<file path="config.mk">
export PLATFORM = sky130hd
export DESIGN_NAME = frame_ram_arbiter
export DESIGN_NICKNAME = d
export VERILOG_FILES = /design/src/rtl/frame_arb_pkg.sv /design/src/rtl/rr_arbiter.sv /design/src/rtl/frame_ram_arbiter.sv
export SDC_FILE = /design/constraint.sdc
export NUM_CORES = 1
export LEC_CHECK = 0
export BUFFER_PORTS_ARGS = -buffer_cell sky130_fd_sc_hd__buf_4
export CORE_AREA = 4 4 117 119
export CTS_CLUSTER_DIAMETER = 80
export CTS_CLUSTER_SIZE = 10
export DETAILED_ROUTE_END_ITERATION = 10
export DIE_AREA = 0 0 121 123
export PLACE_DENSITY = 0.62
export SETUP_SLACK_MARGIN = 0.05
export SLEW_MARGIN = 20
export SYNTH_ARGS = -nofsm -noshare
export SYNTH_HDL_FRONTEND = slang
export SYNTH_SLANG_ARGS = --single-unit
</file>
<file path="constraint.sdc">
create_clock -name Clk -period 3.4 [get_ports Clk]
set_input_delay 0.17 -clock Clk [delete_from_list [all_inputs] [get_ports Clk]]
set_output_delay 0.17 -clock Clk [all_outputs]
set_load 0.01 [all_outputs]
</file>
<file path="src/rtl/frame_arb_pkg.sv">
// ============================================================================
// frame_arb_pkg : shared defaults, types and helpers for frame_ram_arbiter
// Rev 1.0
// ============================================================================
`default_nettype none

package frame_arb_pkg;

  localparam int ADDR_W_DEF  = 19;
  localparam int DATA_W_DEF  = 24;
  localparam int NUM_CLI_DEF = 3;

  typedef logic [ADDR_W_DEF-1:0]          addr_t;
  typedef logic [DATA_W_DEF-1:0]          data_t;
  typedef logic [$clog2(NUM_CLI_DEF)-1:0] cli_id_t;

  function automatic int unsigned next_ptr(input int unsigned k, input int unsigned n);
    return (k + 32'd1 >= n) ? 32'd0 : k + 32'd1;
  endfunction

endpackage

`default_nettype wire

</file>
<file path="src/rtl/rr_arbiter.sv">
// ============================================================================
// rr_arbiter : stateless round-robin pick, lowest eligible index at/after i_ptr
// Rev 1.0
// ============================================================================
`default_nettype none

module rr_arbiter #(
  parameter int N   = 3,
  parameter int IDW = $clog2(N)
) (
  input  logic [N-1:0]   i_elig,
  input  logic [IDW-1:0] i_ptr,
  output logic [N-1:0]   o_gnt,
  output logic [IDW-1:0] o_id,
  output logic           o_any
);

  logic [2*N-1:0] w_dbl;
  logic [2*N-1:0] w_mask;
  logic [2*N-1:0] w_req;
  int             w_sel;
  int             w_idx;

  // Upper copy is fully unmasked, so the search wraps past i_ptr naturally.
  always_comb begin
    w_dbl  = {i_elig, i_elig};
    w_mask = ~(((2*N)'(1) << i_ptr) - (2*N)'(1));
    w_req  = w_dbl & w_mask;
    w_sel  = 0;
    o_any  = 1'b0;
    for (int i = 2*N-1; i >= 0; i--) begin
      if (w_req[i]) begin
        w_sel = i;
        o_any = 1'b1;
      end
    end
    w_idx = (w_sel >= N) ? (w_sel - N) : w_sel;
    o_id  = o_any ? IDW'(w_idx) : '0;
    o_gnt = o_any ? (N'(1) << o_id) : '0;
  end

endmodule

`default_nettype wire

</file>
<file path="src/rtl/frame_ram_arbiter.sv">
// ============================================================================
// frame_ram_arbiter : frame RAM port sharing, draw read priority + RR clients
// Optional same-cycle write->read forwarding: define FRAME_ARB_FWD_EN.
// Rev 1.0
// ============================================================================
`default_nettype none

module frame_ram_arbiter
  import frame_arb_pkg::*;
#(
  parameter int ADDR_W     = ADDR_W_DEF,
  parameter int DATA_W     = DATA_W_DEF,
  parameter int NUM_CLI    = NUM_CLI_DEF,
  parameter int STARVE_LIM = 255
) (
  input  logic                        Clk,
  input  logic                        Reset_n,
  input  logic                        draw_req,
  input  logic [ADDR_W-1:0]           draw_addr,
  output logic                        draw_valid,
  output logic [DATA_W-1:0]           draw_data,
  input  logic [NUM_CLI-1:0]          cli_req,
  input  logic [NUM_CLI-1:0]          cli_we,
  input  logic [NUM_CLI*ADDR_W-1:0]   cli_addr,
  input  logic [NUM_CLI*DATA_W-1:0]   cli_wdata,
  output logic [NUM_CLI-1:0]          cli_gnt,
  output logic                        cli_rvalid,
  output logic [$clog2(NUM_CLI)-1:0]  cli_rid,
  output logic [DATA_W-1:0]           cli_rdata,
  output logic [NUM_CLI-1:0]          starve,
  output logic                        ram_we,
  output logic [ADDR_W-1:0]           ram_write_address,
  output logic [ADDR_W-1:0]           ram_read_address,
  output logic [DATA_W-1:0]           ram_data_In,
  input  logic [DATA_W-1:0]           ram_data_Out
);

  localparam int IDW   = $clog2(NUM_CLI);
  localparam int CNT_W = $clog2(STARVE_LIM + 1);
  localparam logic [CNT_W-1:0] LIM    = CNT_W'(STARVE_LIM);
  localparam logic [CNT_W-1:0] LIM_M1 = CNT_W'(STARVE_LIM - 1);

  logic [IDW-1:0]     r_rr_ptr;
  logic               r_draw_p;
  logic               r_crd_p;
  logic [IDW-1:0]     r_rid_p;
  logic [CNT_W-1:0]   r_cnt [NUM_CLI];
  logic [NUM_CLI-1:0] r_starve;

  logic               w_draw;
  logic [NUM_CLI-1:0] w_elig;
  logic [NUM_CLI-1:0] w_gnt;
  logic [IDW-1:0]     w_win_id;
  logic               w_any;
  logic               w_win_we;
  logic [ADDR_W-1:0]  w_win_addr;
  logic [DATA_W-1:0]  w_win_wdata;
  logic               w_gnt_wr;
  logic               w_gnt_rd;
  logic [DATA_W-1:0]  w_rdata;

  // Gating with Reset_n forces every combinational output low during reset.
  assign w_draw = draw_req & Reset_n;
  assign w_elig = cli_req & (cli_we | {NUM_CLI{~draw_req}}) & {NUM_CLI{Reset_n}};

  rr_arbiter #(
    .N   (NUM_CLI),
    .IDW (IDW)
  ) u_rr (
    .i_elig (w_elig),
    .i_ptr  (r_rr_ptr),
    .o_gnt  (w_gnt),
    .o_id   (w_win_id),
    .o_any  (w_any)
  );

  always_comb begin
    w_win_we    = 1'b0;
    w_win_addr  = '0;
    w_win_wdata = '0;
    for (int k = 0; k < NUM_CLI; k++) begin
      if (w_win_id == IDW'(k)) begin
        w_win_we    = cli_we[k];
        w_win_addr  = cli_addr[k*ADDR_W +: ADDR_W];
        w_win_wdata = cli_wdata[k*DATA_W +: DATA_W];
      end
    end
  end

  assign w_gnt_wr = w_any & w_win_we;
  assign w_gnt_rd = w_any & ~w_win_we;

  assign cli_gnt           = w_gnt;
  assign ram_we            = w_gnt_wr;
  assign ram_write_address = w_gnt_wr ? w_win_addr : '0;
  assign ram_data_In       = w_gnt_wr ? w_win_wdata : '0;
  assign ram_read_address  = w_draw ? draw_addr : (w_gnt_rd ? w_win_addr : '0);

`ifdef FRAME_ARB_FWD_EN
  logic              r_fwd_v;
  logic [DATA_W-1:0] r_fwd_data;
  logic              w_fwd_hit;

  // Only one client wins per cycle, so a read beside a write is always draw.
  assign w_fwd_hit = w_gnt_wr & (w_draw | w_gnt_rd) & (w_win_addr == ram_read_address);

  always_ff @(posedge Clk or negedge Reset_n) begin
    if (!Reset_n) begin
      r_fwd_v    <= 1'b0;
      r_fwd_data <= '0;
    end else begin
      r_fwd_v <= w_fwd_hit;
      if (w_fwd_hit) r_fwd_data <= w_win_wdata;
    end
  end

  assign w_rdata = r_fwd_v ? r_fwd_data : ram_data_Out;
`else
  assign w_rdata = ram_data_Out;
`endif

  always_ff @(posedge Clk or negedge Reset_n) begin
    if (!Reset_n) begin
      r_rr_ptr <= '0;
      r_draw_p <= 1'b0;
      r_crd_p  <= 1'b0;
      r_rid_p  <= '0;
    end else begin
      r_draw_p <= w_draw;
      r_crd_p  <= w_gnt_rd;
      r_rid_p  <= w_gnt_rd ? w_win_id : '0;
      if (w_any) r_rr_ptr <= IDW'(next_ptr(32'(w_win_id), NUM_CLI));
    end
  end

  // Starvation tracks only reads blocked by draw; starve sets as count hits LIM.
  always_ff @(posedge Clk or negedge Reset_n) begin
    if (!Reset_n) begin
      for (int k = 0; k < NUM_CLI; k++) r_cnt[k] <= '0;
      r_starve <= '0;
    end else begin
      for (int k = 0; k < NUM_CLI; k++) begin
        if (w_gnt[k] || !cli_req[k]) begin
          r_cnt[k] <= '0;
        end else if (!cli_we[k] && draw_req) begin
          if (r_cnt[k] != LIM) r_cnt[k] <= r_cnt[k] + 1'b1;
          if (r_cnt[k] >= LIM_M1) r_starve[k] <= 1'b1;
        end
        if (w_gnt[k]) r_starve[k] <= 1'b0;
      end
    end
  end

  assign starve     = r_starve;
  assign draw_valid = r_draw_p;
  assign cli_rvalid = r_crd_p;
  assign cli_rid    = r_rid_p;
  assign draw_data  = r_draw_p ? w_rdata : '0;
  assign cli_rdata  = r_crd_p ? w_rdata : '0;

endmodule

`default_nettype wire

</file>
==> results.ini <==
[clocking]
cts_buffers = 5
clock-sinks = 33
htreeDepth = 2
clk_path_buf_depth = 2
cts_tree = built
path_clk_slew_ps = 50
clockRootBuffer = clkbuf_16
insertion_delay_ps = 280
cts_hold_buf = 0

[setup_path]
critPathTopFamily = simple AND/OR/NAND/NOR gates
crit_required_ps = 3230
worst_r2r_endpoint = r_cnt[1]
reg2reg_depth = 14
slowest_delay_ps = 390
worst_path_max_delay_cell = dfrtp_1
worstSetupStartpointType = register
arrival_ps = 4030
end_kind = output port
criticalPathCategory = reg -> out
cp_max_fo = 6
path_cells = or2_4, ha_4, inv_6, o311ai_4, a21oi_2, or2_1, inv_2, ha_4, buf_6, a2bb2oi_4, nor2_4, a2111o_1, inv_4, a222oi_1, or2_4, buf_12, buf_12, nor3_2, buf_4
r2r-start = r_rr_ptr[1]
r2r_slack_ps = -190
cp-startpoint = r_rr_ptr[1]
path_buf_inv = 7

[timing]
timing.final.ws_setup_ps = -796.3
setup-violations-final = 82
period_needed_ps = 4196
fmax_mhz = 238.3
hold-worst-slack_ps = -1.735
fin_skew_ps = 4.400
tns_ps = -46490
slew_headroom_pct = 60.41
hold_viol_final = 8
rsz0062_at_grt = yes
worst_pin_slew_ps = 593.8
maxSlewViolCount = 0
finalCritPeriodShare_pct = 123.4

[yosys]
synth_nets = 635
netlist_top_cells_count = nor2_1, and2_1, nand2_1
synthTopCellsByArea = dfrtp_1, and2_1, nor2_1
yosysMostFrequentCell = nor2_1
yosys.area.top_type_share_pct = 25.09
syn_area_um2 = 3292
seq_area_frac_synth_pct = 25.09
synthFlopType = dfrtp_1
ys_warn_count = 0
ys_async_sr_fraction_pct = 100.0
yosys.area.top_type = dfrtp_1
yosysUniqueCellTypes = 49
synth-seq-cells = 33
synth_edf_count = 0
syn_inst = 446
syn_area_per_cell_um2 = 7.381

[route]
first_pass_iters = 7
vias_per_cell = 5.089
route.vias.total = 5038
wl_per_cell_um = 20.03
drc = 0
wirelength_um = 19830
antenna_left = 0
drt_iter0_markers = 311

[grt]
gr-total-overflow = 0
grt_pass1_vias = 5103
grt_use_total_pct = 24.37
grt_max_degree = 34
grt_antenna_before_repair = 0
grt_first_pass_wirelength_um = 28480

[layout]
final_cells = 990
fin_area_um2 = 7564
insertedDiodeCount = 0
drive_gt1_share_pct = 61.74
layout.nets = 1007
syn2layout_area_growth_pct = 129.8

[power]
p_clk_share_pct = 9.6
p_leak_nw = 3.561
combPwrFrac_pct = 80.4
sw_frac_of_total_pct = 44.15
switching_power_mw = 2.100
p_int_mw = 2.656
peakVddDrop_v = 0.0003790
power_frac_seq_pct = 10.0
power.density_nw_per_um2 = 628.9

[floorplan]
coreArea_um2 = 12570
start_util_pct = 26.19
die_h_um = 123
dieArea_um2 = 14880
die_x_um = 121
rows = 41
num_io_pins = 302

[place]
gp_congestion = 0.9097
numPortBuffers = 301
dpl.hpwl_um = 15040
place_area_um2 = 6588
place_ws_ps = -508.6
dp.cells = 952

[run]
max_cap_viol_count = 0

[outcome]
violations = negative hold slack, negative setup slack
status = finished, violations left

[min_path]
hold_path_class = in -> async

timing repair:
item | 4_1_cts | 5_1_grt
endpoints found under the setup margin | 78 | 95
setup buffers | 21 | 4
gates cloned | 4 | 3
pin swaps | 15 | 21
endpoints found under the hold margin | 0 | 0
gates resized for setup | 98 | 30
metrics by stage:
step / total power, mW / util [%]
6_report: 4.757 / 60.18
5_1_grt: 4.997 / 60.18
4_1_cts: 4.479 / 58.24
3_5_place_dp: 3.483 / 52.41
3_3_place_gp: 3.448 / 52.41
2_1_floorplan: 2.063 / -
flip-flops by register name (all words and copies together) (netlist names):
register	flops
r_rr_ptr	2
draw_valid	1
cli_rvalid	1
r_cnt	24
starve	3
cli_rid	2
layout make-up:
type,count,area [µm²]
Clock buffer,6,138.9
Tap cell,172,215.2
Clock inverter,1,7.507
Multi-Input combinational cell,369,2893
Timing Repair Buffer,398,3432
Inverter,11,51.30
Fill cell,1095,5005
Sequential cell,33,825.8
placed cells by master (no fill, tap or decap), types with 5 or more instances in the layout:
cell / synthesis / final
xnor2_1: 8 / 8
nor2_4: 0 / 31
buf_16: 0 / 5
a222oi_1: 12 / 12
nor3_2: 9 / 6
nor2_1: 86 / 54
and2_1: 52 / 52
nand4_1: 7 / 7
o21ai_2: 0 / 24
inv_1: 10 / 7
o21ai_1: 11 / 7
a21oi_1: 9 / 8
dfrtp_1: 33 / 33
a221o_1: 19 / 19
buf_4: 2 / 332
nor3_4: 0 / 9
nand3_1: 8 / 8
clkbuf_16: 0 / 8
xor2_1: 11 / 11
buf_6: 1 / 49
a221oi_1: 13 / 13
o21ai_0: 31 / 9
nand2_1: 34 / 32
buf_12: 0 / 8
ha_1: 8 / 6
cell families after synthesis:
group / count (synthesis) / synth area share [%]
flip-flops: 33 / 25.09
adder cells (fa/ha/maj): 8 / 3.041
buffers and inverters: 44 / 5.929
multiplexers: 2 / 0.7600
AND/OR/NAND/NOR: 223 / 33.71
AO/OA/AOI/OAI: 117 / 26.42
XOR/XNOR: 19 / 5.055
worst max-delay path by stage:
stage                                       end  depth (start not counted)
final                            ram_data_In[2]                         19
after global routing      ram_write_address[15]                         19
after CTS                        ram_data_In[1]                         19
after detailed placement   ram_write_address[1]                         17
after global placement     ram_write_address[1]                         17
after floorplan                 ram_data_In[10]                         19
metal layers:
layer	up-vias	routed length, µm	global-route usage [%]
li1	2352	-	-
met5	-	0	0
met4	0	529	5.595
met2	291	9638	41.58
met1	2347	7702	30.14
met3	48	1962	7.685
power by group through the flow:
stage	Sequential (mW)	Clock (mW)	Combinational, mW
3_3_place_gp	0.479	0	2.97
5_1_grt	0.486	0.483	4.03
4_1_cts	0.475	0.461	3.54
3_5_place_dp	0.483	0	3.00
6_report	0.476	0.456	3.82
2_1_floorplan	0.469	0	1.59
(Power assumes the default switching activity.)
